$ cat config.mk
export PLATFORM = sky130hd
export DESIGN_NAME = pipe_stage
export DESIGN_NICKNAME = d
export VERILOG_FILES = /design/src/rtl/pipe_stage_pkg.sv /design/src/rtl/pipe_entry.sv /design/src/rtl/pipe_stage.sv
export SDC_FILE = /design/constraint.sdc
export NUM_CORES = 1
export LEC_CHECK = 0
export BUFFER_PORTS_ARGS = -buffer_cell sky130_fd_sc_hd__buf_4
export CORE_ASPECT_RATIO = 0.7
export CORE_UTILIZATION = 50
export CTS_CLUSTER_DIAMETER = 120
export DETAILED_ROUTE_END_ITERATION = 7
export HOLD_SLACK_MARGIN = 0.03
export PLACE_DENSITY = 0.86
export SKIP_CTS_REPAIR_TIMING = 1
export SLEW_MARGIN = 20
export SYNTH_ARGS = -nofsm -noshare
export SYNTH_HDL_FRONTEND = slang
export SYNTH_HIERARCHICAL = 1
export SYNTH_SLANG_ARGS = --single-unit
export TNS_END_PERCENT = 100
$ cat constraint.sdc
create_clock -name CLK -period 1.6 [get_ports CLK]
set_clock_uncertainty 0.1 [all_clocks]
set_input_delay 0 -clock CLK [delete_from_list [all_inputs] [get_ports CLK]]
set_output_delay 0 -clock CLK [all_outputs]
set_load 0.02 [all_outputs]
$ cat src/rtl/pipe_stage_pkg.sv
// Shared processor definitions: control-field layout, default width and the NOP control word.
package pipe_stage_pkg;

    localparam int CTRL_W_DEF = 8;

    localparam int CTRL_REGWRITE = 0;
    localparam int CTRL_ALUSRC   = 1;
    localparam int CTRL_ALUOP_LO = 2;
    localparam int CTRL_ALUOP_HI = 3;
    localparam int CTRL_MEMWRITE = 4;
    localparam int CTRL_MEMREAD  = 5;
    localparam int CTRL_REGSTORE = 6;

    localparam logic [CTRL_W_DEF-1:0] CTRL_NOP = '0;

endpackage

$ cat src/rtl/pipe_entry.sv
// One held pipeline entry: valid bit plus ctrl/data register.
// The ctrl output reads as NOP whenever the entry is invalid; data keeps its last value.
module pipe_entry
    import pipe_stage_pkg::*;
#(
    parameter int CTRL_W = CTRL_W_DEF,
    parameter int DATA_W = 64
) (
    input  logic              clk,
    input  logic              rst_n,
    input  logic              load,
    input  logic              clear,
    input  logic [CTRL_W-1:0] ld_ctrl,
    input  logic [DATA_W-1:0] ld_data,
    output logic              valid,
    output logic [CTRL_W-1:0] ctrl,
    output logic [DATA_W-1:0] data
);

    logic              valid_q, valid_d;
    logic [CTRL_W-1:0] ctrl_q, ctrl_d;
    logic [DATA_W-1:0] data_q, data_d;

    always_comb begin
        valid_d = valid_q;
        ctrl_d  = ctrl_q;
        data_d  = data_q;
        if (load) begin
            valid_d = 1'b1;
            ctrl_d  = ld_ctrl;
            data_d  = ld_data;
        end else if (clear) begin
            valid_d = 1'b0;
        end
    end

    always_ff @(posedge clk) begin
        if (!rst_n) begin
            valid_q <= 1'b0;
            ctrl_q  <= '0;
            data_q  <= '0;
        end else begin
            valid_q <= valid_d;
            ctrl_q  <= ctrl_d;
            data_q  <= data_d;
        end
    end

    assign valid = valid_q;
    assign ctrl  = valid_q ? ctrl_q : CTRL_W'(CTRL_NOP);
    assign data  = data_q;

endmodule

$ cat src/rtl/pipe_stage.sv
// Valid/ready pipeline register with a skid entry: full throughput, one-cycle latency,
// and in_ready taken from a flop so out_ready never reaches it combinationally.
module pipe_stage
    import pipe_stage_pkg::*;
#(
    parameter int DATA_W = 64,
    parameter int CTRL_W = CTRL_W_DEF
) (
    input  logic              CLK,
    input  logic              Reset,
    input  logic              in_valid,
    output logic              in_ready,
    input  logic [CTRL_W-1:0] in_ctrl,
    input  logic [DATA_W-1:0] in_data,
    input  logic              flush,
    output logic              out_valid,
    input  logic              out_ready,
    output logic [CTRL_W-1:0] out_ctrl,
    output logic [DATA_W-1:0] out_data,
    output logic [1:0]        occupancy
);

    logic              main_v, skid_v;
    logic [CTRL_W-1:0] skid_ctrl;
    logic [DATA_W-1:0] skid_data;
    logic              main_ld, main_clr, main_src_skid, skid_ld, skid_clr;
    logic              main_v_nxt, skid_v_nxt;
    logic [CTRL_W-1:0] main_ld_ctrl;
    logic [DATA_W-1:0] main_ld_data;
    logic              in_ready_q, in_ready_d;
    logic [1:0]        occ_q, occ_d;
    logic              in_xfer, out_xfer, main_free;

    assign in_xfer   = in_valid && in_ready_q;
    assign out_xfer  = main_v && out_ready;
    assign main_free = out_xfer || !main_v;

    always_comb begin
        main_ld       = 1'b0;
        main_clr      = 1'b0;
        main_src_skid = 1'b0;
        skid_ld       = 1'b0;
        skid_clr      = 1'b0;
        main_v_nxt    = main_v;
        skid_v_nxt    = skid_v;
        if (flush) begin
            main_clr   = 1'b1;
            skid_clr   = 1'b1;
            main_v_nxt = 1'b0;
            skid_v_nxt = 1'b0;
        end else if (main_free) begin
            // Skid refills main first; input is never accepted while skid is full.
            skid_v_nxt = 1'b0;
            if (skid_v) begin
                main_ld       = 1'b1;
                main_src_skid = 1'b1;
                skid_clr      = 1'b1;
                main_v_nxt    = 1'b1;
            end else if (in_xfer) begin
                main_ld    = 1'b1;
                main_v_nxt = 1'b1;
            end else begin
                main_clr   = 1'b1;
                main_v_nxt = 1'b0;
            end
        end else if (in_xfer) begin
            skid_ld    = 1'b1;
            skid_v_nxt = 1'b1;
        end
        main_ld_ctrl = main_src_skid ? skid_ctrl : in_ctrl;
        main_ld_data = main_src_skid ? skid_data : in_data;
        in_ready_d   = !skid_v_nxt;
        occ_d        = {1'b0, main_v_nxt} + {1'b0, skid_v_nxt};
    end

    always_ff @(posedge CLK) begin
        if (!Reset) begin
            in_ready_q <= 1'b1;
            occ_q      <= 2'd0;
        end else begin
            in_ready_q <= in_ready_d;
            occ_q      <= occ_d;
        end
    end

    pipe_entry #(.CTRL_W(CTRL_W), .DATA_W(DATA_W)) u_main (
        .clk     (CLK),
        .rst_n   (Reset),
        .load    (main_ld),
        .clear   (main_clr),
        .ld_ctrl (main_ld_ctrl),
        .ld_data (main_ld_data),
        .valid   (main_v),
        .ctrl    (out_ctrl),
        .data    (out_data)
    );

    pipe_entry #(.CTRL_W(CTRL_W), .DATA_W(DATA_W)) u_skid (
        .clk     (CLK),
        .rst_n   (Reset),
        .load    (skid_ld),
        .clear   (skid_clr),
        .ld_ctrl (in_ctrl),
        .ld_data (in_data),
        .valid   (skid_v),
        .ctrl    (skid_ctrl),
        .data    (skid_data)
    );

    assign out_valid = main_v;
    assign in_ready  = in_ready_q;
    assign occupancy = occ_q;

endmodule

==> results of run 1 <==
worst max-delay path: cells and delay by family, from the launching register on:
kind	cells	cell delay (ns)
buffers and inverters	2	0.34
flip-flops	1	0.36
multiplexers	2	0.48
AND/OR/NAND/NOR	3	0.32
power by group:
group | switching [mW] | internal (mW)
sequential | 0.0728 | 3.82
combinational | 0.526 | 0.770
clock | 1.54 | 2.33
registers in the layout (all words and copies together) (netlist names):
signal and count:
u_skid/ctrl_q 8, u_main/valid 1, occupancy 2, in_ready 1
u_main/data 64, u_main/ctrl_q 8, u_skid/valid 1, u_skid/data 64
worst paths after layout:
path              cells past startpoint          endpoint        startpoint
setup / recovery                      7   u_main/data[28]      u_main/valid
hold / removal                        6          in_ready         out_ready
setup reg to reg                      7   u_main/data[28]      u_main/valid
hold reg to reg                       2  u_skid/ctrl_q[5]  u_skid/ctrl_q[5]
cell families after synthesis:
kind of cell,count (synthesis),share of synthesized area
flops,149,0.4166
mux,216,0.3513
fa+ha+maj,1,0.001747
simple gates,171,0.1494
compound gates,5,0.005242
buf+inv,42,0.07567
placed cells by master, fill, tap and decap left out:
cell             n
nor2b_1        146
clkinv_2         4
inv_1            1
nand2b_4         1
ha_1             1
buf_8            5
mux2i_4          5
clkinvlp_4       3
nand3b_1         1
buf_6           16
mux2_4          70
a21oi_1          1
buf_4          161
dfxtp_2          2
buf_12          11
dfxtp_1        146
clkbuf_8         3
bufinv_16        1
nand2_2          1
dlygate4sd3_1   76
clkbuf_1         2
dfxtp_4          1
and2_1          18
inv_4            1
nand2_1          1
nor3_4           2
clkbuf_16       27
o21a_1           2
mux2i_2          8
a21o_2           2
mux2i_1        131
nor3_2           1
mux2_2           2
cell type report:
cell class | count | area, um^2 | share of cell area
multi-input combinational | 393 | 3757 | 0.3671
clock buffer | 23 | 499.2 | 0.04877
clock inverter | 8 | 72.57 | 0.007090
tap | 190 | 237.7 | 0.02322
sequential | 149 | 2989 | 0.2920
inverter | 2 | 10.01 | 0.0009779
timing repair buffer | 278 | 2670 | 0.2608
stage by stage:
step / cells / setup TNS, ns / util
global route: 1043 / -10.87 / 0.7331
finish: 1043 / -2.860 / 0.7331
global placement: 923 / -5.665 / 0.6035
floorplan: 584 / 0 / -
CTS: 954 / -12.55 / 0.6444
detailed placement: 923 / -9.744 / 0.6035
routing by layer:
metal / global-route usage / up-vias
met5: 0 / -
met4: 0.08183 / 0
met3: 0.07009 / 20
met2: 0.3484 / 126
met1: 0.2386 / 2430
li1: - / 2490
==> impl_metrics.tcl, run 1 <==
set metrics [dict create \
    cap_violations 0 \
    via_per_inst 4.857 \
    wl_met1_mm 7.780 \
    die_h_um 102.1 \
    fin_ws_ns -0.1087 \
    final_cell_area_um2 10240 \
    cts_tree "yes" \
    cp_slowest_stage_delay_ns 0.36 \
    dp_hpwl_mm 10.62 \
    numCtsBuffers 17 \
    vias 5066 \
    worstPathArrival_ns 1.92 \
    synth.most_common_cell "dfxtp_1" \
    avgSynthCellArea_um2 12.26 \
    crit_required_ns 1.81 \
    fmax_mhz 585.2 \
    clock_latency_ns 0.43 \
    setup_viol_count_final 77 \
    cts_htree_levels 4 \
    met2_length_mm 9.211 \
    grt_overflow 0 \
    p_leak_nw 4.299 \
    ys_seq_elements 149 \
    place.gp.congestion 0.8568 \
    finalHoldViolCount 0 \
    highest_layer "met4" \
    finalCriticalPeriod_ns 1.709 \
    die_x_um 145.0 \
    synthTopCellsByArea "dfxtp_1 (42%), mux2i_1 (20%), mux2_4 (15%), nor2b_1 (13%), buf_12 (6.4%)" \
    crit_slowest_cell "dfxtp_4" \
    io_buffers 152 \
    wl_met3_um 750 \
    clk_pin_slew_worst_paths_ns 0.06 \
    clock_path_buffers 2 \
    clock-root-buffer "clkbuf_16" \
    rsz0062_at_grt "true" \
    holdWs_ns 0.02872 \
    antenna_found_initial 0 \
    drt_first_pass_iters 4 \
    drt_iter0_drc 159 \
    grt_pass1_vias 4745 \
    yosysSeqAreaShare 0.4166 \
    start_util 0.5127 \
    globalRouteTotalUtil 0.2041 \
    wl_per_cell_um 17.25 \
    yosysTopAreaCell "dfxtp_1" \
    fin_crit_sh 1.068 \
    syn_area_um2 7159 \
    slew_headroom 0.7198 \
    hold_class "input pin to flip-flop" \
    status "finished, violations left" \
    clock_sinks 149 \
    core_area_um2 13960 \
    cp_max_fo 7 \
    worstSetupStartpointType "flip-flop" \
    slew_violations 0 \
    antenna_cells 0 \
    nets 919 \
    dpl_worst_slack_ns -0.1783 \
    ir_drop_mv 0.9097 \
    synth_top_area_frac 0.4166 \
    rows 36 \
    grt_pass1_wl_mm 23.54 \
    ant_nets 0 \
    crit_type "flip-flop to flip-flop" \
    areaGrowthSynthToFinish_pct 42.97 \
    placed_cell_area_um2 8427 \
    grt_max_degree 58 \
    cp-end-kind "flip-flop" \
    total_power_mw 9.063 \
    worst_pin_slew_ns 0.4203 \
    synth_cells 584 \
    synthesis.nets 662 \
    drc_errors 0 \
    fillers 892 \
    synth_edf_count 0 \
    synthDistinctLibCells 19 \
    r2r_slack_ns -0.11 \
    wl_mm 18.00 \
    synth_flop_cell "dfxtp_1" \
    dieArea_um2 14810 \
    yosys-top-cells-count "dfxtp_1 (149), nor2b_1 (146), mux2i_1 (144), mux2_4 (70), buf_12 (23)" \
    yosysWarnings 6 \
    p_per_area_nw_per_um2 885.4 \
    synthArstFlopShare 0 \
    io-pin-count 153 \
    path_cells "nand2b_4 > nand3b_1 > buf_6 > buf_8 > mux2_4 > mux2i_1 > nor2b_1" \
    drive_above_1_share 0.3834 \
    violations "setup timing" \
]
No activity file was read; power rests on OpenSTA's default activity.
==> run 2: changes to the inputs <==
--- a/config.mk
+++ b/config.mk
@@ -7,11 +7,11 @@
 export LEC_CHECK = 0
 export BUFFER_PORTS_ARGS = -buffer_cell sky130_fd_sc_hd__buf_4
 export CORE_ASPECT_RATIO = 0.7
-export CORE_UTILIZATION = 50
+export CORE_UTILIZATION = 42
 export CTS_CLUSTER_DIAMETER = 120
 export DETAILED_ROUTE_END_ITERATION = 7
 export HOLD_SLACK_MARGIN = 0.03
-export PLACE_DENSITY = 0.86
+export PLACE_DENSITY = 0.76
 export SKIP_CTS_REPAIR_TIMING = 1
 export SLEW_MARGIN = 20
 export SYNTH_ARGS = -nofsm -noshare
==> impl_metrics.tcl, run 2 (synthesized netlist as in run 1, its figures left out) <==
set metrics [dict create \
    wl_per_cell_um 15.07 \
    grt_max_degree 150 \
    fmax_mhz 593.9 \
    rsz0062_at_grt "true" \
    cts_htree_levels 4 \
    swShare 0.2354 \
    clock_path_buffers 2 \
    worstSetupStartpointType "flip-flop" \
    pwr-share-seq 0.437 \
    areaGrowthSynthToFinish_pct 37.66 \
    cp-end-kind "flip-flop" \
    power.share.clock 0.430 \
    path_cells "nand2b_4 > nand3b_1 > buf_6 > buf_4 > mux2_4 > mux2i_1 > nor2b_1" \
    clock_latency_ns 0.41 \
    antenna_found_initial 0 \
    finalCriticalPeriod_ns 1.684 \
    p_leak_nw 4.167 \
    hold_class "input pin to flip-flop" \
    place.gp.congestion 0.7492 \
    fillers 1331 \
    fin_tns_setup_ns -1.776 \
    wl_mm 16.03 \
    start_util 0.4341 \
    nets 905 \
    slew_violations 0 \
    crit_type "flip-flop to flip-flop" \
    clk_pin_slew_worst_paths_ns 0.06 \
    final_common_cell "buf_4" \
    fin_crit_sh 1.052 \
    power_frac_comb 0.133 \
    dpl.cell_count 956 \
    io-pin-count 153 \
    holdWs_ns -0.1285 \
    drt_iter0_drc 165 \
    io_buffers 152 \
    die_h_um 111.2 \
    total_power_mw 8.909 \
    p_int_mw 6.811 \
    worst_pin_slew_ns 0.5192 \
    power.switching_mw 2.098 \
    clock-root-buffer "clkbuf_16" \
    grt_pass1_vias 4683 \
    slew_headroom 0.6539 \
    ir_drop_mv 0.7257 \
    drive_above_1_share 0.3576 \
    grt_pass1_wl_mm 23.43 \
    crit_slowest_cell "dfxtp_4" \
    finalHoldViolCount 1 \
    violations "hold timing, setup timing" \
    die_x_um 158.1 \
    clock_sinks 149 \
    setup_viol_count_final 60 \
    numCtsBuffers 17 \
    crit_required_ns 1.80 \
    ant_nets 0 \
    via_per_inst 4.637 \
    p_per_area_nw_per_um2 903.9 \
    dp_hpwl_mm 10.30 \
    antenna_cells 0 \
    cp_slowest_stage_delay_ns 0.36 \
    grt_overflow 0 \
    vias 4934 \
    dpl_worst_slack_ns -0.08690 \
    drc_errors 0 \
    cts_tree "yes" \
    dieArea_um2 17580 \
    cap_violations 0 \
    worstPathArrival_ns 1.88 \
    core_area_um2 16490 \
    layout_common_cells "buf_4 (173), dfxtp_1 (148), nor2b_1 (146)" \
    status "finished, violations left" \
    cp_max_fo 6 \
    fin_ws_ns -0.08385 \
    globalRouteTotalUtil 0.1711 \
    drt_first_pass_iters 4 \
    rows 39 \
    fin_cells 1064 \
]
run 2: worst max-delay path, delay by kind of cell, from the launching register on:
| family | cells | cell delay [ns] |
|---|---|---|
| and+or+nand+nor | 3 | 0.30 |
| buffers and inverters | 2 | 0.34 |
| DFF | 1 | 0.36 |
| muxes | 2 | 0.47 |
run 2: path summary, 6_finish.rpt:
check / from / endpoint / slack [ns] / depth (start not counted)
hold / removal: out_ready / in_ready / -0.13 / 4
setup / recovery: u_main/valid / u_main/data[6] / -0.08 / 7
setup reg to reg: u_main/valid / u_main/data[6] / -0.08 / 7
hold reg to reg: u_skid/ctrl_q[7] / u_skid/ctrl_q[7] / 0.41 / 2
run 2: layout make-up:
type,instances,area (um^2),area share
multi-input combinational,393,3655,0.3708
clock inverter,13,135.1,0.01371
inverter,2,7.507,0.0007617
clock buffer,18,429.2,0.04354
timing repair buffer,264,2361,0.2396
sequential,149,2987,0.3030
tap,225,281.5,0.02856
run 2: stage by stage:
step | area [um^2] | hold slack (ns) | util
after detailed placement | 8456 | 0.1765 | 0.5127
after CTS | 9020 | -0.2611 | 0.5469
after global routing | 9856 | -0.1150 | 0.5976
final | 9856 | -0.1285 | 0.5976
after global placement | 8456 | 0.1681 | 0.5127
after floorplan | 7168 | -0.03806 | -
run 2: routing by layer:
metal / GRT usage / up-vias / share of wire
li1: - / 2462 / -
met1: 0.2209 / 2344 / 0.47
met2: 0.2708 / 112 / 0.47
met3: 0.05317 / 16 / 0.047
met4: 0.05321 / 0 / 0.0095
met5: 0 / - / 0
run 2: power by group through the flow:
stage	Combinational (mW)	Sequential, mW	Clock, mW
CTS	1.03	3.89	3.92
finish	1.19	3.89	3.83
detailed placement	1.02	3.97	0
global placement	0.997	3.96	0
global route	1.27	3.90	4.09
floorplan	0.540	4.06	0
==> run 3: changes to the inputs <==
--- a/config.mk
+++ b/config.mk
@@ -6,7 +6,6 @@
 export NUM_CORES = 1
 export LEC_CHECK = 0
 export BUFFER_PORTS_ARGS = -buffer_cell sky130_fd_sc_hd__buf_4
-export CORE_ASPECT_RATIO = 0.7
 export CORE_UTILIZATION = 42
 export CTS_CLUSTER_DIAMETER = 120
 export DETAILED_ROUTE_END_ITERATION = 7
==> constraint.sdc (replaced) <==
create_clock -name CLK -period 1.6 [get_ports CLK]
set_clock_uncertainty 0.1 [all_clocks]
set_input_delay 0 -clock CLK [delete_from_list [all_inputs] [get_ports CLK]]
set_output_delay 0 -clock CLK [all_outputs]
set_load 0.01 [all_outputs]
==> impl_metrics.tcl, run 3 (synthesized netlist as in run 1, its figures left out) <==
set metrics [dict create \
    status "finished, violations left" \
    violations "setup timing" \
    cts_tree "yes" \
    fin_crit_sh 1.047 \
    crit_type "flip-flop to flip-flop" \
    clock_sinks 149 \
    areaGrowthSynthToFinish_pct 42.40 \
    crit_slowest_cell "dfxtp_4" \
    use_met2 0.2769 \
    clock_latency_ns 0.42 \
    grt_overflow 0 \
    globalRouteTotalUtil 0.1623 \
    clock-root-buffer "clkbuf_16" \
    rr_worst_depth 8 \
    io-pin-count 153 \
    die_x_um 132.6 \
    numCtsBuffers 17 \
    clock_path_buffers 2 \
    ir_drop_mv 0.8213 \
    start_util 0.4302 \
    nets 913 \
    p_per_area_nw_per_um2 923.6 \
    fmax_mhz 597.1 \
    dpl_worst_slack_ns -0.04229 \
    hold_class "input pin to flip-flop" \
    clk_pin_slew_worst_paths_ns 0.06 \
    place.gp.congestion 0.7295 \
    cp_slowest_stage_delay_ns 0.35 \
    slew_violations 0 \
    slew_headroom 0.6696 \
    crit_end "u_main/data[7]" \
    die_h_um 132.6 \
    path_cells "nand2b_4 > buf_6 > inv_4 > nor3_4 > buf_6 > buf_4 > mux2i_1 > nor2b_1" \
    wl_mm 16.45 \
    r2r_slack_ns -0.07 \
    cp-end-kind "flip-flop" \
    worstPathBufferInverterCount 4 \
    setup_viol_count_final 35 \
    worst_pin_slew_ns 0.4956 \
    dp_hpwl_mm 9.614 \
    final_common_cell "buf_4" \
    cts_htree_levels 4 \
    cp_common_cell "buf_6" \
    crit_required_ns 1.80 \
    worst-path-stages 8 \
    via_per_inst 4.598 \
    antenna_found_initial 0 \
    worstPathArrival_ns 1.87 \
    grt-busiest-layer "met2" \
    drt_first_pass_iters 4 \
    p_leak_nw 4.289 \
    met3_usage 0.03985 \
    finalHoldViolCount 0 \
    layout_common_cells "buf_4 (162), dfxtp_1 (147), nor2b_1 (146)" \
    rsz0062_at_grt "true" \
    grt_max_degree 150 \
    drt_iter0_drc 170 \
    core_area_um2 16640 \
    dieArea_um2 17570 \
    gr-usage-met1 0.1960 \
    vias 4906 \
    drive_above_1_share 0.3707 \
    path_delay_family "buffers and inverters" \
    drc_errors 0 \
    worstReg2RegStart "u_main/valid" \
    setup.worst_path.start "u_main/valid" \
    grt_pass1_vias 4506 \
    ant_nets 0 \
    wl_per_cell_um 15.42 \
    fin_ws_ns -0.07488 \
    cap_violations 0 \
    holdWs_ns 0.01367 \
    grt_pass1_wl_mm 22.64 \
    cp_max_fo 7 \
    finalCriticalPeriod_ns 1.675 \
    worstSetupStartpointType "flip-flop" \
    rows 47 \
    io_buffers 152 \
    antenna_cells 0 \
    r2r-end "u_main/data[7]" \
]
run 3: worst min path at each step:
stage                start          endpoint  slack, ns  cells past startpoint
6_report          in_valid          in_ready       0.01                      4
3_3_place_gp    in_data[3]    u_skid/data[3]       0.17                      3
4_1_cts         in_ctrl[2]  u_skid/ctrl_q[2]      -0.27                      3
5_1_grt          out_ready          in_ready       0.08                      6
3_5_place_dp   in_data[13]   u_skid/data[13]       0.18                      3
2_1_floorplan        Reset          in_ready      -0.04                      1
run 3: worst min-delay path: cells and delay by family:
family	cells	cell delay (ns)
AOI/OAI and AO/OA	1	0.08
buffers and inverters	1	0.09
and+or+nand+nor	2	0.30
run 3: metal layers:
| layer | wire (um) | share of wire |
|---|---|---|
| met1 | 7521 | 0.46 |
| met2 | 8282 | 0.50 |
| met3 | 439 | 0.027 |
| met4 | 208 | 0.013 |
| met5 | 0 | 0 |
run 3: power breakdown:
group / internal [mW] / switching [mW]
Sequential: 3.82 / 0.0633
Combinational: 0.748 / 0.431
Clock: 2.84 / 1.51
Total: 7.41 / 2.00
run 3: final cells by class:
cell class / instances / area (um^2)
clock buffers: 22 / 464.2
clock inverters: 9 / 176.4
well taps: 220 / 275.3
fillers: 1327 / 6447
repair buffers: 272 / 2585
inverters: 2 / 10.01
flip-flops and latches: 149 / 2988
multi-input cells: 393 / 3696
run 3: stage by stage:
stage	utilization	setup TNS [ns]	cells	area [um^2]	total power [mW]
after floorplan	-	0	584	7163	4.533
after global placement	0.5061	0	950	8423	4.894
after detailed placement	0.5061	-0.07773	950	8423	4.909
after CTS	0.5446	-0.5594	981	9064	9.289
after global routing	0.6126	-5.394	1067	10190	9.738
final	0.6126	-0.8007	1067	10190	9.415
